[config.mk]
export PLATFORM = sky130hd
export DESIGN_NAME = bitty_sequencer_flat
export DESIGN_NICKNAME = d
export VERILOG_FILES = /design/src/rtl/bitty_sequencer_if.sv /design/src/rtl/bitty_sequencer.sv /design/src/flat_wrapper.sv
export SDC_FILE = /design/constraint.sdc
export NUM_CORES = 1
export LEC_CHECK = 0
export BUFFER_PORTS_ARGS = -buffer_cell sky130_fd_sc_hd__buf_4
export CORE_MARGIN = 4
export CORE_UTILIZATION = 40
export CTS_CLUSTER_DIAMETER = 100
export DETAILED_ROUTE_END_ITERATION = 8
export GPL_ROUTABILITY_DRIVEN = 0
export GPL_TIMING_DRIVEN = 0
export PLACE_DENSITY = 0.67
export SLEW_MARGIN = 20
export SYNTH_ARGS = -nofsm -noshare
export SYNTH_HDL_FRONTEND = slang
export SYNTH_SLANG_ARGS = --single-unit
[constraint.sdc]
create_clock -name clk -period 2.43 [get_ports clk]
set_input_delay 0.1215 -clock clk [delete_from_list [all_inputs] [get_ports clk]]
set_output_delay 0.1215 -clock clk [all_outputs]
set_load 0.01 [all_outputs]
[src/rtl/bitty_sequencer_if.sv]
// Sequencer-side bundle: start/stop control, instruction memory read port,
// core issue handshake and status. master = sequencer, slave = environment.
interface bitty_sequencer_if #(
   parameter int ADDR_W = 8
);
   logic              start;
   logic              stop;
   logic              mem_rd_en;
   logic [ADDR_W-1:0] mem_addr;
   logic [15:0]       mem_rdata;
   logic [15:0]       instruction;
   logic              run;
   logic              done;
   logic [ADDR_W-1:0] pc;
   logic [15:0]       instr_count;
   logic              busy;
   logic              halted;
   logic              error;

   modport master (
      input  start, stop, mem_rdata, done,
      output mem_rd_en, mem_addr, instruction, run, pc, instr_count, busy, halted, error
   );

   modport slave (
      output start, stop, mem_rdata, done,
      input  mem_rd_en, mem_addr, instruction, run, pc, instr_count, busy, halted, error
   );
endinterface

[src/rtl/bitty_sequencer.sv]
// Fetch/issue sequencer: 3 cycles start-to-run, then waits on done; stop only takes effect at an
// instruction boundary, a hung core trips the watchdog. BITTY_SEQ_HALT_EN makes 16'hFFFF a halt word.
module bitty_sequencer #(
   parameter int ADDR_W  = 8,
   parameter int TIMEOUT = 64
) (
   input  logic              clk,
   input  logic              reset,
   bitty_sequencer_if.master bus
);
   localparam int WD_W = $clog2(TIMEOUT + 1);

   typedef enum logic [2:0] {
      S_IDLE,
      S_FETCH,
      S_LATCH,
      S_ISSUE,
      S_WAIT
   } state_t;

   state_t            state_q, state_d;
   logic [ADDR_W-1:0] pc_q, pc_d;
   logic [15:0]       instr_q, instr_d;
   logic [15:0]       count_q, count_d;
   logic [WD_W-1:0]   wd_q, wd_d;
   logic              stop_pend_q, stop_pend_d;
   logic              halted_q, halted_d;
   logic              error_q, error_d;
   logic              run_q, run_d;
   logic              rd_en_q, rd_en_d;
   logic              busy_q, busy_d;
   logic              is_halt;

`ifdef BITTY_SEQ_HALT_EN
   assign is_halt = (bus.mem_rdata == 16'hFFFF);
`else
   assign is_halt = 1'b0;
`endif

   always_comb begin
      state_d     = state_q;
      pc_d        = pc_q;
      instr_d     = instr_q;
      count_d     = count_q;
      wd_d        = wd_q;
      stop_pend_d = stop_pend_q;
      halted_d    = halted_q;
      error_d     = error_q;

      if (state_q != S_IDLE && bus.stop) begin
         stop_pend_d = 1'b1;
      end

      case (state_q)
         S_IDLE: begin
            if (bus.start && !bus.stop) begin
               state_d     = S_FETCH;
               halted_d    = 1'b0;
               error_d     = 1'b0;
               stop_pend_d = 1'b0;
            end
         end
         S_FETCH: state_d = S_LATCH;
         S_LATCH: begin
            // A halt word is dropped and the PC keeps pointing at it, so a restart halts again.
            if (is_halt) begin
               halted_d    = 1'b1;
               stop_pend_d = 1'b0;
               state_d     = S_IDLE;
            end else begin
               instr_d = bus.mem_rdata;
               state_d = S_ISSUE;
            end
         end
         S_ISSUE: begin
            wd_d    = '0;
            state_d = S_WAIT;
         end
         S_WAIT: begin
            // done takes priority over a watchdog expiring in the same cycle.
            if (bus.done) begin
               pc_d    = pc_q + ADDR_W'(1);
               count_d = count_q + 16'd1;
               if (stop_pend_q || bus.stop) begin
                  stop_pend_d = 1'b0;
                  state_d     = S_IDLE;
               end else begin
                  state_d = S_FETCH;
               end
            end else if (wd_q == WD_W'(TIMEOUT - 1)) begin
               error_d     = 1'b1;
               stop_pend_d = 1'b0;
               state_d     = S_IDLE;
            end else begin
               wd_d = wd_q + WD_W'(1);
            end
         end
         default: state_d = S_IDLE;
      endcase

      // Outputs are decoded from the next state so they are registered alongside it.
      run_d   = (state_d == S_ISSUE);
      rd_en_d = (state_d == S_FETCH);
      busy_d  = (state_d != S_IDLE);
   end

   always_ff @(posedge clk or posedge reset) begin
      if (reset) begin
         state_q     <= S_IDLE;
         pc_q        <= '0;
         instr_q     <= 16'h0000;
         count_q     <= 16'h0000;
         wd_q        <= '0;
         stop_pend_q <= 1'b0;
         halted_q    <= 1'b0;
         error_q     <= 1'b0;
         run_q       <= 1'b0;
         rd_en_q     <= 1'b0;
         busy_q      <= 1'b0;
      end else begin
         state_q     <= state_d;
         pc_q        <= pc_d;
         instr_q     <= instr_d;
         count_q     <= count_d;
         wd_q        <= wd_d;
         stop_pend_q <= stop_pend_d;
         halted_q    <= halted_d;
         error_q     <= error_d;
         run_q       <= run_d;
         rd_en_q     <= rd_en_d;
         busy_q      <= busy_d;
      end
   end

   assign bus.mem_rd_en   = rd_en_q;
   assign bus.mem_addr    = pc_q;
   assign bus.instruction = instr_q;
   assign bus.run         = run_q;
   assign bus.pc          = pc_q;
   assign bus.instr_count = count_q;
   assign bus.busy        = busy_q;
   assign bus.halted      = halted_q;
   assign bus.error       = error_q;
endmodule

[src/flat_wrapper.sv]
// flat-port wrapper written by rule: the top's interface ports become plain ports
module bitty_sequencer_flat 
#(
   parameter int ADDR_W  = 8,
   parameter int TIMEOUT = 64
)
  (clk, reset, bus_start, bus_stop, bus_mem_rdata, bus_done, bus_mem_rd_en, bus_mem_addr, bus_instruction, bus_run, bus_pc, bus_instr_count, bus_busy, bus_halted, bus_error);
  bitty_sequencer_if #(.ADDR_W(ADDR_W)) bus_i ();
  input  logic clk;
  input  logic reset;
  input wire logic [$bits(bus_i.start)-1:0] bus_start;
  input wire logic [$bits(bus_i.stop)-1:0] bus_stop;
  input wire logic [$bits(bus_i.mem_rdata)-1:0] bus_mem_rdata;
  input wire logic [$bits(bus_i.done)-1:0] bus_done;
  output wire logic [$bits(bus_i.mem_rd_en)-1:0] bus_mem_rd_en;
  output wire logic [$bits(bus_i.mem_addr)-1:0] bus_mem_addr;
  output wire logic [$bits(bus_i.instruction)-1:0] bus_instruction;
  output wire logic [$bits(bus_i.run)-1:0] bus_run;
  output wire logic [$bits(bus_i.pc)-1:0] bus_pc;
  output wire logic [$bits(bus_i.instr_count)-1:0] bus_instr_count;
  output wire logic [$bits(bus_i.busy)-1:0] bus_busy;
  output wire logic [$bits(bus_i.halted)-1:0] bus_halted;
  output wire logic [$bits(bus_i.error)-1:0] bus_error;
  assign bus_i.start = bus_start;
  assign bus_i.stop = bus_stop;
  assign bus_i.mem_rdata = bus_mem_rdata;
  assign bus_i.done = bus_done;
  assign bus_mem_rd_en = bus_i.mem_rd_en;
  assign bus_mem_addr = bus_i.mem_addr;
  assign bus_instruction = bus_i.instruction;
  assign bus_run = bus_i.run;
  assign bus_pc = bus_i.pc;
  assign bus_instr_count = bus_i.instr_count;
  assign bus_busy = bus_i.busy;
  assign bus_halted = bus_i.halted;
  assign bus_error = bus_i.error;
  bitty_sequencer #(.ADDR_W(ADDR_W), .TIMEOUT(TIMEOUT)) u_core (.clk(clk), .reset(reset), .bus(bus_i));
endmodule
==> Implementation_results.wiki <==
{| class="wikitable"
! Metric !! Value
|-
| VDD IR-drop max || ~0.46 mV
|-
| Root buffer cell || clkbuf_8
|-
| Tcrit/Tclk final || 79.95%
|-
| RSZ-0062 raised after global routing || false
|-
| Area enclosed by the die boundary || approximately 7400 µm²
|-
| Final Slew Violations || 0
|-
| Largest area contributor in the synthesized netlist || dfrtp_1
|-
| Worst-margin pin slew || 0.6534 ns
|-
| Sequential fraction of the synthesis area || around 56%
|-
| Core area || about 5900 µm²
|-
| Static power due to leakage || between 0.0015 and 0.002 µW
|-
| Required @ worst endpoint || between 2 and 3 ns
|-
| Cell Rows || 28
|-
| Layout cells sized above 1 || between 40% and 50%
|-
| Avg WL per Cell || around 13 µm
|-
| Reg clk slew, reported paths || approximately 0.1 ns
|-
| Number of buffers added for setup after CTS || 0
|-
| Total GRT Usage || between 10% and 20%
|-
| Slowest library cell on the worst path || nor3b_2
|-
| Cell area after layout || around 3200 µm²
|-
| Largest stage delay on the critical path || 0.57 ns
|-
| Initial core utilization || between 40 and 50%
|-
| Hold violation total from the final report || 0
|-
| Status || finished, final reports clean
|-
| TritonCTS Buffers || 5
|-
| Mapped Cells || approximately 200
|-
| Initial antenna violation count || 0
|-
| Final setup vio count || 0
|-
| Dominant delay contributor by cell family on the critical path || simple AND/OR/NAND/NOR gates
|-
| Power per cell area || just over 1000 nW/µm²
|-
| Number of max-cap violations || 0
|-
| Maximum number of pins on one net before global-route repair || between 50 and 60
|-
| Main synth FF type || dfrtp_1
|-
| CTS Hold Bufs || 2
|-
| Most frequent cell on the critical path || buf_2
|-
| Number of nets at the end of the flow || ~300
|-
| Via count of the first global-routing pass || roughly 1700
|-
| Mean instance size in the synthesized netlist || around 12 µm²
|-
| Synth warnings || 0
|-
| I/O pin count || 74
|-
| Number of detailed-routing iterations run before antenna repair || 4
|-
| Syn Nets || approximately 220
|-
| Per-cell via count in the routed design || between 4 and 5
|-
| Maximum number of buffers from clock root to sink || 2
|-
| Most common cell after layout, fill and taps aside || buf_4
|-
| Fmax || roughly 500 MHz
|-
| Largest clock skew in the final design || about 0.011 ns
|-
| Global-route congestion overflow total || 0
|-
| Initial DRC count || 35
|-
| Classification of the worst setup path || register to register
|-
| Cell chain of the critical path || buf_2 > nor3b_2 > buf_2 > mux2_2
|-
| Filler Cell Count || approximately 540
|-
| Crit path max fanout || 10
|-
| #FFs+latches synth || 55
|-
| Utilization of the core after routing || roughly 54%
|-
| Headroom to the max-slew limit || 56.44%
|-
| Startpoint kind of the worst setup timing path || register
|-
| Netlist area before placement || between 2000 and 2500 µm²
|-
| Clock sink count || 55
|-
| Final critical delay including setup and external delays || between 1.5 and 2 ns
|-
| Vertical extent of the die || 86.04 µm
|-
| Most used cells in the layout excluding fill and tap cells || buf_4 (82), dfrtp_1 (55), xnor2_1 (21)
|-
| Setup TNS || 0 ns
|-
| Wire length of the first global-routing pass || roughly 7.7 mm
|-
| Count of inserted antenna diode cells || 0
|-
| Placed instance area || just over 3000 µm²
|-
| Library cells used by synthesis || 38
|-
| Port-buffer cells || slightly above 70
|-
| Total buffers and inverters traversed by the critical path || 2
|-
| Area delta synth->final || 31.95%
|-
| Worst skew pair latency || around 0.31 ns
|-
| Biggest area contributors in the synthesized netlist || dfrtp_1 (56%), mux2_2 (8.3%), xnor2_1 (7.6%)
|-
| DRC violations left || 0
|-
| Worst-case hold slack || about 0.036 ns
|-
| Proportion of synthesized flip-flops having asynchronous set or reset || 100.0%
|-
| Number of nets with antenna violations after routing || 0
|-
| Number of gates resized after cts || 0
|-
| Critical path data arrival time || 2.14 ns
|-
| Die X || 86.04 µm
|-
| WL final || between 4 and 5 mm
|-
| Clock tree from TritonCTS || built
|-
| Proportion of netlist area held by the largest area contributor || a little under three fifths
|-
| Element type at the critical path end || register
|-
| EDFF count, synth || 0
|-
| Placed wire-length estimate after detailed placement || between 3 and 4 mm
|-
| Number of levels in the clock H-tree || 2
|-
| Via count || roughly 1700
|-
| Class of the tightest hold or removal check || input pin to register
|}
==> final timing paths <==
| path | start | end | slack [ns] | depth (start not counted) |
|---|---|---|---|---|
| min in group asynchronous | reset | u_core.bus.instruction[10]$_DFFE_PP0N_ | 0.47 | 3 |
| min | bus_mem_rdata[10] | u_core.bus.instruction[10]$_DFFE_PP0N_ | 0.04 | 2 |
| max in group asynchronous | reset | u_core.state_q[0]$_DFF_PP0_ | 1.52 | 3 |
| max | u_core.state_q[0]$_DFF_PP0_ | u_core.bus.instruction[9]$_DFFE_PP0N_ | 0.49 | 4 |
| min reg2reg | u_core.bus.instr_count[15]$_DFFE_PP0P_ | u_core.bus.instr_count[15]$_DFFE_PP0P_ | 0.49 | 1 |
| max reg2reg | u_core.state_q[0]$_DFF_PP0_ | u_core.bus.instruction[9]$_DFFE_PP0N_ | 0.49 | 4 |
==> final cells by class <==
class                           instances  area, µm²  share of cell area [%]
Buffer                                 17      115.1                   3.581
Clock buffer                            6      82.58                   2.569
Clock inverter                          2      38.79                   1.207
Inverter                                4      17.52                  0.5450
Multi-Input combinational cell        122      929.6                   28.92
Sequential cell                        55       1376                   42.82
Tap cell                               75      93.84                   2.919
Timing Repair Buffer                   74      560.5                   17.44
==> per-stage QoR <==
step           instances  power, µW  worst slack, ns
3_5_place_dp         345       2649           0.4501
4_1_cts              355       3296           0.4421
5_1_grt              355       3478           0.3737
6_report             355       3237           0.4872
2_1_floorplan        198       2097           0.7516
3_3_place_gp         345       2606           0.2254
==> Yosys cell counts, types with 3 or more instances <==
cell	count
o21ai_0	3
inv_1	4
buf_4	10
nand2_1	10
mux2_2	18
dfrtp_1	55
ha_1	3
xnor2_1	21
nand4_1	6
xor2_1	3
nand3_1	15
nor2_1	4
and3_1	6
buf_2	5
o31ai_1	3
and2_1	3
and4_1	4
==> sequential cells by signal, summed over array words and instances, names as in the netlist <==
signal	cells
u_core.state_q	3
u_core.wd_q	7
u_core.bus.instruction	16
u_core.bus.mem_addr	8
u_core.bus.busy	1
u_core.bus.mem_rd_en	1
u_core.bus.run	1
u_core.stop_pend_q	1
u_core.bus.error	1
u_core.bus.instr_count	16
==> worst register-to-register path, delay by kind of cell (launching register included) <==
| family | cells | cell delay [ns] |
|---|---|---|
| buf+inv | 2 | 0.53 |
| flops | 1 | 0.36 |
| mux | 1 | 0.37 |
| simple gates | 1 | 0.58 |
==> metal layers <==
metal / wire length, µm / vias to the layer above / part of all wire (%) / GRT usage, %
li1: - / 840 / - / -
met1: 2127 / 811 / 46 / 17.59
met2: 2082 / 52 / 45 / 20.18
met3: 344 / 8 / 7.4 / 3.458
met4: 86 / 0 / 1.9 / 5.612
met5: 0 / - / 0 / 0
==> kinds of logic (layout without fill, tap and decap cells) <==
family          Yosys count  after routing  synth area share (%)
simple gates             58             58                 14.33
flops                    55             55                 56.50
xor+xnor                 24             24                 8.629
buf+inv                  21            103                 5.341
mux                      19             19                 8.731
compound gates           17             17                 4.777
fa+ha+maj                 3              3                 1.541
other cells               1              1                0.1539
==> where the power goes <==
part / switching, µW / internal, µW / total [µW]
Sequential: 169 / 1180 / 1350
Clock: 298 / 339 / 637
Combinational: 558 / 696 / 1250
Total: 1020 / 2210 / 3240
(Power assumes the default switching activity.)
